<file path="config.mk">
export PLATFORM = sky130hd
export DESIGN_NAME = controlador_bebida
export DESIGN_NICKNAME = d
export VERILOG_FILES = /design/src/rtl/controlador_bebida.sv
export SDC_FILE = /design/constraint.sdc
export NUM_CORES = 1
export LEC_CHECK = 0
export CAP_MARGIN = 10
export CELL_PAD_IN_SITES_DETAIL_PLACEMENT = 0
export CELL_PAD_IN_SITES_GLOBAL_PLACEMENT = 1
export CORE_MARGIN = 4
export CORE_UTILIZATION = 42
export CTS_CLUSTER_DIAMETER = 50
export DETAILED_ROUTE_END_ITERATION = 7
export HOLD_SLACK_MARGIN = 0.05
export PLACE_DENSITY_LB_ADDON = 0.1
export REMOVE_ABC_BUFFERS = 1
export SKIP_LAST_GASP = 1
export SLEW_MARGIN = 20
export SYNTH_ARGS = -nofsm -noshare
export SYNTH_HDL_FRONTEND = slang
export SYNTH_SLANG_ARGS = --single-unit
</file>
<file path="constraint.sdc">
create_clock -name Clock -period 2.4 [get_ports Clock]
set_input_delay 0.48 -clock Clock [delete_from_list [all_inputs] [get_ports Clock]]
set_output_delay 0.48 -clock Clock [all_outputs]
set_load 0.05 [all_outputs]
</file>
<file path="src/rtl/controlador_bebida.sv">
// Drink-dispensing controller driving the reservoir's Usar input: check water, preheat, pour a dose.
// Optional CONTADOR_BEBIDAS_EN adds a saturating 8-bit completed-drink counter on port Bebidas.
module controlador_bebida #(
  parameter int unsigned DOSE_CURTO   = 3,
  parameter int unsigned DOSE_LONGO   = 6,
  parameter int unsigned DOSE_AGUA    = 8,
  parameter int unsigned AQUEC_CICLOS = 2
) (
  input  logic       Clock,
  input  logic       ResetN,
  input  logic [1:0] Escolha,
  input  logic       Iniciar,
  input  logic       TemAgua,
  input  logic       HouveRefill,
  input  logic [3:0] TempoDeAgua,
  output logic       Usar,
  output logic       Ocupado,
  output logic       Pronto,
  output logic       Erro,
  output logic [3:0] Progresso
`ifdef CONTADOR_BEBIDAS_EN
  ,
  output logic [7:0] Bebidas
`endif
);

  localparam int unsigned CNT_W = 4;

  typedef enum logic [2:0] {
    S_IDLE,
    S_CHECK,
    S_HEAT,
    S_POUR,
    S_DONE,
    S_ERROR
  } state_t;

  state_t           state_q, state_d;
  logic [CNT_W-1:0] heat_q, heat_d;
  logic [CNT_W-1:0] prog_d;
  logic [CNT_W-1:0] dose_sel;

  // Dose lookup for the current selection
  always_comb begin
    dose_sel = '0;
    case (Escolha)
      2'd1:    dose_sel = CNT_W'(DOSE_CURTO);
      2'd2:    dose_sel = CNT_W'(DOSE_LONGO);
      2'd3:    dose_sel = CNT_W'(DOSE_AGUA);
      default: dose_sel = '0;
    endcase
  end

  // Next-state and counter update
  always_comb begin
    state_d = state_q;
    heat_d  = heat_q;
    prog_d  = Progresso;
    case (state_q)
      S_IDLE: begin
        if (Iniciar && (Escolha != 2'd0)) begin
          prog_d  = dose_sel;
          state_d = S_CHECK;
        end
      end
      S_CHECK: begin
        if (TemAgua && (TempoDeAgua >= Progresso)) begin
          heat_d  = CNT_W'(AQUEC_CICLOS);
          state_d = S_HEAT;
        end else begin
          state_d = S_ERROR;
        end
      end
      S_HEAT: begin
        if (heat_q != '0) heat_d = heat_q - CNT_W'(1);
        if (heat_q <= CNT_W'(1)) state_d = S_POUR;
      end
      S_POUR: begin
        // Losing water takes priority over completing the final decrement
        if (!TemAgua) begin
          state_d = S_ERROR;
        end else begin
          if (Progresso != '0) prog_d = Progresso - CNT_W'(1);
          if (Progresso <= CNT_W'(1)) state_d = S_DONE;
        end
      end
      S_DONE: state_d = S_IDLE;
      S_ERROR: begin
        if (HouveRefill) begin
          prog_d  = '0;
          state_d = S_IDLE;
        end
      end
      default: state_d = S_IDLE;
    endcase
  end

  // State, counters and outputs registered; outputs decoded from the next state
  always_ff @(posedge Clock or negedge ResetN) begin
    if (!ResetN) begin
      state_q   <= S_IDLE;
      heat_q    <= '0;
      Progresso <= '0;
      Usar      <= 1'b0;
      Ocupado   <= 1'b0;
      Pronto    <= 1'b0;
      Erro      <= 1'b0;
    end else begin
      state_q   <= state_d;
      heat_q    <= heat_d;
      Progresso <= prog_d;
      Usar      <= (state_d == S_POUR);
      Ocupado   <= (state_d != S_IDLE);
      Pronto    <= (state_d == S_DONE);
      Erro      <= (state_d == S_ERROR);
    end
  end

`ifdef CONTADOR_BEBIDAS_EN
  // Completed-drink counter, saturating at 255
  always_ff @(posedge Clock or negedge ResetN) begin
    if (!ResetN) begin
      Bebidas <= '0;
    end else if ((state_q == S_DONE) && (Bebidas != 8'hFF)) begin
      Bebidas <= Bebidas + 8'd1;
    end
  end
`endif

endmodule

</file>
==> results of run 1 <==
==> power groups by stage <==
stage	Sequential (mW)	Clock, mW	Combinational (mW)
floorplan	0.645	0	0.527
global placement	0.505	0	0.922
detailed placement	0.505	0	0.929
CTS	0.500	0.160	0.933
global route	0.525	0.170	1.02
finish	0.500	0.153	0.921
==> stage by stage <==
stage	std cells	util (%)	worst slack [ns]	instance area (um^2)	hold WS (ns)
floorplan	118	-	0.477	1090	0.184
global placement	166	52.4	0.164	1310	0.525
global route	170	53.5	0.224	1340	0.576
CTS	170	53.5	0.295	1340	0.532
detailed placement	166	52.4	0.145	1310	0.518
finish	170	53.5	0.315	1340	0.529
==> state kept, by name, indices dropped and copies added, names as in the netlist <==
| register | count |
|---|---|
| Progresso | 4 |
| Ocupado | 1 |
| state_q | 3 |
| Usar | 1 |
| Pronto | 1 |
| heat_q | 4 |
| Erro | 1 |
==> synthesized netlist by cell type, types with 3 or more instances <==
library cell / number
sky130_fd_sc_hd__o21ai_1: 5
sky130_fd_sc_hd__nand2_1: 17
sky130_fd_sc_hd__nand2b_1: 3
sky130_fd_sc_hd__ha_1: 14
sky130_fd_sc_hd__inv_1: 10
sky130_fd_sc_hd__a21oi_1: 3
sky130_fd_sc_hd__nand3_1: 3
sky130_fd_sc_hd__nor2_1: 8
sky130_fd_sc_hd__nor2b_1: 3
sky130_fd_sc_hd__o21ai_0: 3
sky130_fd_sc_hd__dfrtp_1: 15
sky130_fd_sc_hd__nor3_1: 3
==> metal layers <==
layer,vias up,global-route usage [%],share of wire [%],routed length [um]
met5,-,0,0,0
met2,14,26.1,51,1180
met3,2,2.61,2.9,67
met4,0,4.75,0.78,18
met1,435,18.5,45,1040
li1,456,-,-,-
==> path summary, 6_finish.rpt <==
path                                          start  slack, ns                  endpoint
setup / recovery           Progresso[2]$_DFFE_PN0P_       0.31              Progresso[2]
hold / removal                heat_q[2]$_DFFE_PN0P_       0.53     heat_q[2]$_DFFE_PN0P_
setup reg to reg           Progresso[0]$_DFFE_PN0P_       0.65     heat_q[1]$_DFFE_PN0P_
hold reg to reg               heat_q[2]$_DFFE_PN0P_       0.53     heat_q[2]$_DFFE_PN0P_
max in group asynchronous                    ResetN       1.35  Progresso[2]$_DFFE_PN0P_
min in group asynchronous                    ResetN       0.60      state_q[2]$_DFF_PN0_
==> final cells by class <==
type                       instances  area [um^2]
sequential                        15          375
timing repair buffer              18          180
tap                               30         37.5
fill                             241         1160
multi-input combinational         92          673
inverter                          11         43.8
clock inverter                     1         5.00
clock buffer                       3         22.5
==> logic make-up (layout without fill, tap and decap cells) <==
logic type | Yosys count | in the layout
AOI/OAI and AO/OA | 29 | 29
and+or+nand+nor | 46 | 46
muxes | 2 | 2
adders and majority gates | 14 | 14
DFF | 15 | 15
buffers and inverters | 14 | 33
xor gates and xnor gates | 1 | 1
==> results list, run 1 <==
- Critical path required time: between 1.5 and 2 ns
* Antenna violations before repair: 0
* Synthesized-area fraction occupied by adder cells: between 15 and 20%
- Die span in x: between 50 and 60 um
- The worst setup path is launched from a flip-flop.
- Count of instances resized after the clock tree is built: 0
- The completed layout was analyzed and its total power is 1.57 mW.
- Of the cells placed in the final design, the portion with a size suffix greater than 1 is between 10% and 20%.
- The slowest stage of the critical path belongs to the cell sky130_fd_sc_hd__clkdlybuf4s50_1.
- Detailed placement ended at an HPWL of approximately 1800 um.
- Die extent in y: 59.6 um
- Top Family by Delay on Critical Path: buffers and inverters
* Buffer depth of the longest clock path: 2
* Worst clock skew: 0.00720 ns
- In this run the number of cells on the critical path is 1.
- Area share of the leading cell type in the synthesized netlist: about a third
- At the later pin of the worst-skew pair, clock insertion delay measures between 0.2 and 0.3 ns.
- Yosys warnings: 0
* Fraction of registers with async set/reset: between 90% and 100%
* Power per cell area: 1180 mW/mm^2
* Hold bufs inserted after CTS: 0
- By area, the combinational part of the netlist is dominated by simple AND/OR/NAND/NOR gates.
- On the worst path, the slowest cell contributes a delay of 0.85 ns.
- Counting flops and latches in the post-synthesis netlist gives 15.
- Total number of placement rows: 18
* Global-route wire length before repair: about 4000 um
- Ant. Diodes: 0
* Synth-to-layout area growth: 19.6%
- TritonCTS built the clock tree.
* Number of buffers inserted during clock tree synthesis: 3
* Max-Slew Margin vs Limit: a little over half
- Switch share: approximately half
- Yosys attributes the largest share of cell area to sky130_fd_sc_hd__dfrtp_1 34%, sky130_fd_sc_hd__ha_1 16%, sky130_fd_sc_hd__nand2_1 5.7%.
- Summed over all layers, the routed wires come to ~2300 um.
- Root buf cell: sky130_fd_sc_hd__clkbuf_4
- After layout, the worst path uses slightly below 90% of the clock period.
- Number of vias per cell after detailed routing: 5.34
- Dominant cell type by area after synthesis: sky130_fd_sc_hd__dfrtp_1
* Core footprint: 0.00250 mm^2
- Most used cells in the layout excluding fill and tap cells: 18 x sky130_fd_sc_hd__clkdlybuf4s50_1, 17 x sky130_fd_sc_hd__nand2_1, 15 x sky130_fd_sc_hd__dfrtp_1, 14 x sky130_fd_sc_hd__ha_1, 10 x sky130_fd_sc_hd__inv_1
- Clock-pin slew was measured on the worst setup and hold paths at roughly 0.1 ns.
- Number of sinks handled by clock tree synthesis: 15
- The analysis attributes to cell leakage a power of ~0.6 nW.
* Tmin final: between 2 and 2.5 ns
* 1st-pass router iterations: 4
* Final hold vios: 0
- Synth Area per Inst: just over 9 um^2
- Category of the worst setup path capture point: output port
- Arrival time reported for the critical path endpoint: roughly 1.6 ns
- Number of instances in the synthesized netlist: 121
- Logic depth of the worst register-to-register path: 6
- Number of library cell types mapped by synthesis: 38
- Summed over all failing endpoints, the final setup total negative slack is 0 ns.
- Most common flop cell mapped by yosys: sky130_fd_sc_hd__dfrtp_1
- Sequential cells account for 31.8% of the total power.
- Count of routing violations after the opening detailed-route iteration: 21
- Across the run, the number of max-cap violations was 0.
- Post-CTS setup repair buffer count: 0
- The via count of the first global-routing pass was 917.
* Series of cell instances along the critical path: clkdlybuf4s50_1
* Number of enable-type register cells in the synthesized netlist: 0
- The internal power of the cells totals 780 uW.
* Fmax: roughly 0.48 GHz
- Routability-driven placement finished with a final weighted congestion of about 0.79.
* Slew Limit Fails: 0
- Largest fanout of any net on the critical path: 7
* Reported net switching power: 795 uW
- The clock network accounts for about a tenth of the total power.
* Combinational share of power: ~60%
- The count of nets left with antenna violations once routing finished came out at 0.
- During placement, the flow inserted port buffers numbering 18.
* All-layer global routing usage: between 10% and 20%
- Entering global routing, the biggest net connects 16 pins.
- The path class of the tightest hold or removal check is flip-flop to flip-flop.
- Post-synthesis share of cell area spent on and, or, nand and nor gates: between 20% and 30%
* Number of stages on the worst hold path: 1
* Routed length per instance: about 14 um
- Crit path kind: flip-flop to output port
* Initial core utilization: between 40 and 50%
* Count of vias placed by the detailed router: between 900 and 1000
* Count of final setup violators: 0
- Total Nets Final: approximately 170
* Portion of the post-synthesis area used by sequential elements: between 30% and 40%
- Number of levels the H-tree was split into: 1
- Buffers & Inverters on Critical Path: 1
* Status: finished clean
- The floorplan step defined a die boundary enclosing 0.00355 mm^2.
- Top-Level Pins: 19
- The total overflow left after global routing is 0.
* Maximum resistive drop on vdd: just over 0.7 mV
- Unrepaired setup endpoints after global routing: false
- Compound-cell area share of the yosys netlist: between 20% and 30%
* Measured slew at the worst slew-check pin: 0.703 ns
- Cell area after synthesis: 0.00112 mm^2
- # DRC: 0
- Xor and xnor fraction of the mapped netlist area: 0.783%
- Portion of netlist area occupied by mux cells: roughly 1.8%
- Leaving out fill and tap cells, the most frequent cell in the layout is sky130_fd_sc_hd__clkdlybuf4s50_1.
(Power assumes the default switching activity.)
==> run 2: changes to the inputs <==
clock period = 2.6 ns   (was 2.4 ns; I/O delays follow)
==> results of run 2 <==
The final DEF is identical to that of run 1. Status: finished clean.
Among the figures that moved: setup slack after placement 0.145 ns -> 0.305 ns; setup slack after layout 0.315 ns -> 0.475 ns; register-to-register setup slack 0.65 ns -> 0.85 ns; total power 1.57 mW -> 1.45 mW; worst IR drop on VDD 0.722 mV -> 0.667 mV
==> run 3: changes to the inputs <==
CORE_UTILIZATION = 36   (was 42)
clock period = 1.86 ns   (was 2.6 ns; I/O delays follow)
==> run 3 against run 2 <==
Core utilization decreased by 3.7 points; clock-buffer cell count did not move; setup slack got worse by 0.41 ns; sequential share of layout area fell by 1.7 points; wire length rose by 11%; flip-flop and latch count stayed put; clock skew shrank 0.0061 ns; hold slack worse by 0.15 ns; final area grew 6.3%; power increased by 46%; combinational power up 56%; critical path type unchanged.
==> results list, run 3 (same netlist as run 1, synthesis figures left out) <==
- The mean routed wirelength per cell is 14.1 um (was 13.6 um).
- Aggregate global routing overflow: 0 (unchanged)
* Sequential standard cell area: 375 um^2 (unchanged)
* Largest registers: Progresso: 4 flops, heat_q: 4 flops, state_q: 3 flops (unchanged)
* Antenna violations before repair: 0 (unchanged)
- The count of buffers added by post-CTS timing repair for setup came to 0 (unchanged).
- The buffer levels on the longest clock path was 2 (unchanged).
- Levels on crit path: 1 (unchanged)
- The type of element launching the critical path is a flip-flop (unchanged).
- Final cycle utilization of the critical path: 96.8%
- Series of cell instances along the critical path: clkdlybuf4s50_1 (unchanged)
- IO buf count: 18 (unchanged)
* Max-capacitance violation count: 0 (unchanged)
- Max stage delay on crit path: 0.80 ns (was 0.85 ns)
- Critical path required time: 1.49 ns (was 2.08 ns)
* Number of vias per cell after detailed routing: 5.06 (was 5.34)
* Reported net switching power: 1.07 mW (was 734 uW)
- Final hold vios: 0 (unchanged)
- Total Wirelength: 2550 um (was 2300 um)
* Number of levels the H-tree was split into: 1 (unchanged)
- The x dimension of the die is 63.7 um (was 59.6 um).
- The post-layout worst setup margin came to 0.0603 ns (was 0.475 ns).
- Met3 wirelength from detailed routing: 119 um (was 67 um)
* Status: finished clean (unchanged)
- Measured slew at the worst slew-check pin: 0.496 ns (was 0.703 ns)
- The number of buffer and inverter instances along the worst setup path is 1 (unchanged).
- The via count of the first global-routing pass was 1008 (was 917).
- Combinational share of power: 62.7% (was 58.5%)
- Fmax: 0.556 GHz
- Count of vias placed by the detailed router: 916 (was 907)
- The vertical die dimension is 63.7 um (was 59.6 um).
* Number of buffers inserted during clock tree synthesis: 3 (unchanged)
- Most used cells in the layout excluding fill and tap cells: 17 x sky130_fd_sc_hd__nand2_1, 15 x sky130_fd_sc_hd__dfrtp_1, 15 x sky130_fd_sc_hd__buf_4, 14 x sky130_fd_sc_hd__ha_1, 13 x sky130_fd_sc_hd__clkdlybuf4s50_1 (was 18 x sky130_fd_sc_hd__clkdlybuf4s50_1, 17 x sky130_fd_sc_hd__nand2_1, 15 x sky130_fd_sc_hd__dfrtp_1, 14 x sky130_fd_sc_hd__ha_1, 10 x sky130_fd_sc_hd__inv_1)
* Placed wire-length estimate: 2000 um (was 1820 um)
* Reg power frac: 27.8% (was 31.8%)
- Metal-1 WL: 1300 um (was 1040 um)
- The total number of clock tree sinks came to 15 (unchanged).
* Slew Limit Fails: 0 (unchanged)
- The clock-pin slew on the worst setup and hold paths came to 0.10 ns (about the same).
- Combined area of the multi-input logic cells: 693 um^2 (was 673 um^2)
- Number of filler instances in the final layout: 283 (was 241)
* Core footprint: 0.00285 mm^2 (was 0.00250 mm^2)
* Count of final setup violators: 0 (unchanged)
* Switch share: 50.2% (was 50.5%)
- The initial cell density of the core came to 39.2% (was 44.7%).
* RD Place Congestion: 0.773 (was 0.786)
- Power per cell area: 1500 mW/mm^2 (was 1090 mW/mm^2)
* Ant. Diodes: 0 (unchanged)
- The top fanout value on the critical path was 1 (was 7).
- Arrival time reported for the critical path endpoint: 1.43 ns (was 1.61 ns)
- # DRC: 0 (unchanged)
* Critical-path top delay cell: sky130_fd_sc_hd__clkdlybuf4s50_1 (unchanged)
* Setup WS pre-CTS: -0.246 ns (was 0.305 ns)
* Synth-to-layout area growth: 27.1% (was 19.6%)
- Crit path kind: flip-flop to output port (unchanged)
- The cell-internal power was 1.06 mW (was 720 uW).
- Global-route wire length before repair: 4670 um (was 4020 um)
- The leakage power of the design was 0.675 nW (was 0.612 nW).
- The overall track demand over capacity in global routing came to 14.6% (was 14.9%).
* Final ANT Viol Nets: 0 (unchanged)
- The clock latency on the worst-skew pair was 0.29 ns (about the same).
- Hold Worst Slack: 0.383 ns (was 0.529 ns)
* CTS tree: yes (unchanged)
- Proportion of power drawn by the clock network: 9.5% (was 9.7%)
* Leading cell type in the layout, fill and taps excluded: sky130_fd_sc_hd__nand2_1 (was sky130_fd_sc_hd__clkdlybuf4s50_1)
- Count of routing violations after the opening detailed-route iteration: 31 (was 21)
- The pin count of the biggest net entering global routing is 16 (unchanged).
- The proportion of layout cells with a drive suffix above 1 came to 22.0% (was 10.0%).
- The peak supply drop came to 0.743 mV (was 0.667 mV).
- Unrepaired setup endpoints after global routing: true (was false)
* Category of the worst setup path capture point: output port (unchanged)
- The die area is 0.00406 mm^2 (was 0.00355 mm^2).
- The number of core rows came to 19 (was 18).
- The routed wire length on met2 came to 1120 um (was 1180 um).
- The final-stage net count was 176 (was 166).
- Tmin final: between 1.5 and 2 ns
- Worst clock skew: 0.00110 ns (was 0.00720 ns)
- The path category of the worst min-delay check was input port to asynchronous set/reset pin (was flip-flop to flip-flop).
* Top Family by Delay on Critical Path: buffers and inverters (unchanged)
* Root buf cell: sky130_fd_sc_hd__clkbuf_4 (unchanged)
* Max-Slew Margin vs Limit: 66.9% (was 53.0%)
* Top-Level Pins: 19 (unchanged)
- The number of iterations in the first detailed-routing pass was 4 (unchanged).
- The worst reg2reg path depth came to 7 (was 6).
* Top layer reached by signal wires: met4 (unchanged)
[run 3: cell types whose count changed in the layout (fill, tap and decap cells not counted)]
cell	previous run	this run
sky130_fd_sc_hd__clkdlybuf4s50_1	18	13
sky130_fd_sc_hd__nand2b_1	3	2
sky130_fd_sc_hd__o31ai_1	2	1
sky130_fd_sc_hd__nand2b_4	1	2
sky130_fd_sc_hd__o31ai_2	0	1
sky130_fd_sc_hd__buf_4	0	15
sky130_fd_sc_hd__a21oi_2	0	1
sky130_fd_sc_hd__a21oi_1	3	2
sky130_fd_sc_hd__o21ai_2	1	2
sky130_fd_sc_hd__o21ai_1	5	4
[run 3: worst register-to-register path: stages (launching register included)]
cell and delay, ns:
sky130_fd_sc_hd__dfrtp_1 0.46, sky130_fd_sc_hd__inv_1 0.13, sky130_fd_sc_hd__ha_1 0.21, sky130_fd_sc_hd__nor2_1 0.07
sky130_fd_sc_hd__o31ai_1 0.27, sky130_fd_sc_hd__a21oi_1 0.11, sky130_fd_sc_hd__a31oi_1 0.24, sky130_fd_sc_hd__nor2_1 0.08
[run 3: layout make-up]
class | instances | area share [%]
repair buffers | 28 | 17.1
flip-flops and latches | 15 | 26.4
multi-input cells | 92 | 48.8
well taps | 31 | 2.73
clock inverters | 1 | 0.352
inverters | 11 | 3.08
clock buffers | 3 | 1.58
[run 3: path summary, 6_finish.rpt]
| kind | start | endpoint | slack (ns) |
|---|---|---|---|
| setup / recovery | Usar$_DFF_PN0_ | Usar | 0.06 |
| hold / removal | ResetN | Progresso[2]$_DFFE_PN0P_ | 0.38 |
| setup reg to reg | Progresso[0]$_DFFE_PN0P_ | Usar$_DFF_PN0_ | 0.18 |
| hold reg to reg | heat_q[2]$_DFFE_PN0P_ | heat_q[2]$_DFFE_PN0P_ | 0.55 |
| max in group asynchronous | ResetN | Progresso[0]$_DFFE_PN0P_ | 1.29 |
| min in group Clock | heat_q[2]$_DFFE_PN0P_ | heat_q[2]$_DFFE_PN0P_ | 0.55 |
[run 3: power groups by stage]
stage	Combinational, mW	Clock [mW]	Sequential [mW]
final	1.33	0.202	0.590
after global routing	1.49	0.224	0.616
after CTS	1.32	0.209	0.592
after detailed placement	1.31	0	0.597
after global placement	1.30	0	0.597
after floorplan	0.680	0	0.832
[run 3: metrics by stage]
step / setup TNS [ns] / total power, mW / util, % / cell area, um^2 / instances
floorplan: -0.0626 / 1.51 / - / 1090 / 118
global placement: -2.18 / 1.90 / 48.2 / 1370 / 177
detailed placement: -2.60 / 1.91 / 48.2 / 1370 / 177
CTS: 0 / 2.12 / 49.1 / 1400 / 181
global route: -0.0236 / 2.34 / 49.8 / 1420 / 181
finish: 0 / 2.13 / 49.8 / 1420 / 181
[run 3: routing by layer]
metal  up-vias  global-route usage [%]
li1        472                       -
met1       426                    20.1
met2        16                    22.7
met3         2                    4.20
met4         0                    3.77
met5         -                       0
[run 3: timing repair]
action                     CTS  global route
hold buffers                 0             0
setup endpoints to repair    0             8
gates resized for setup      0             4
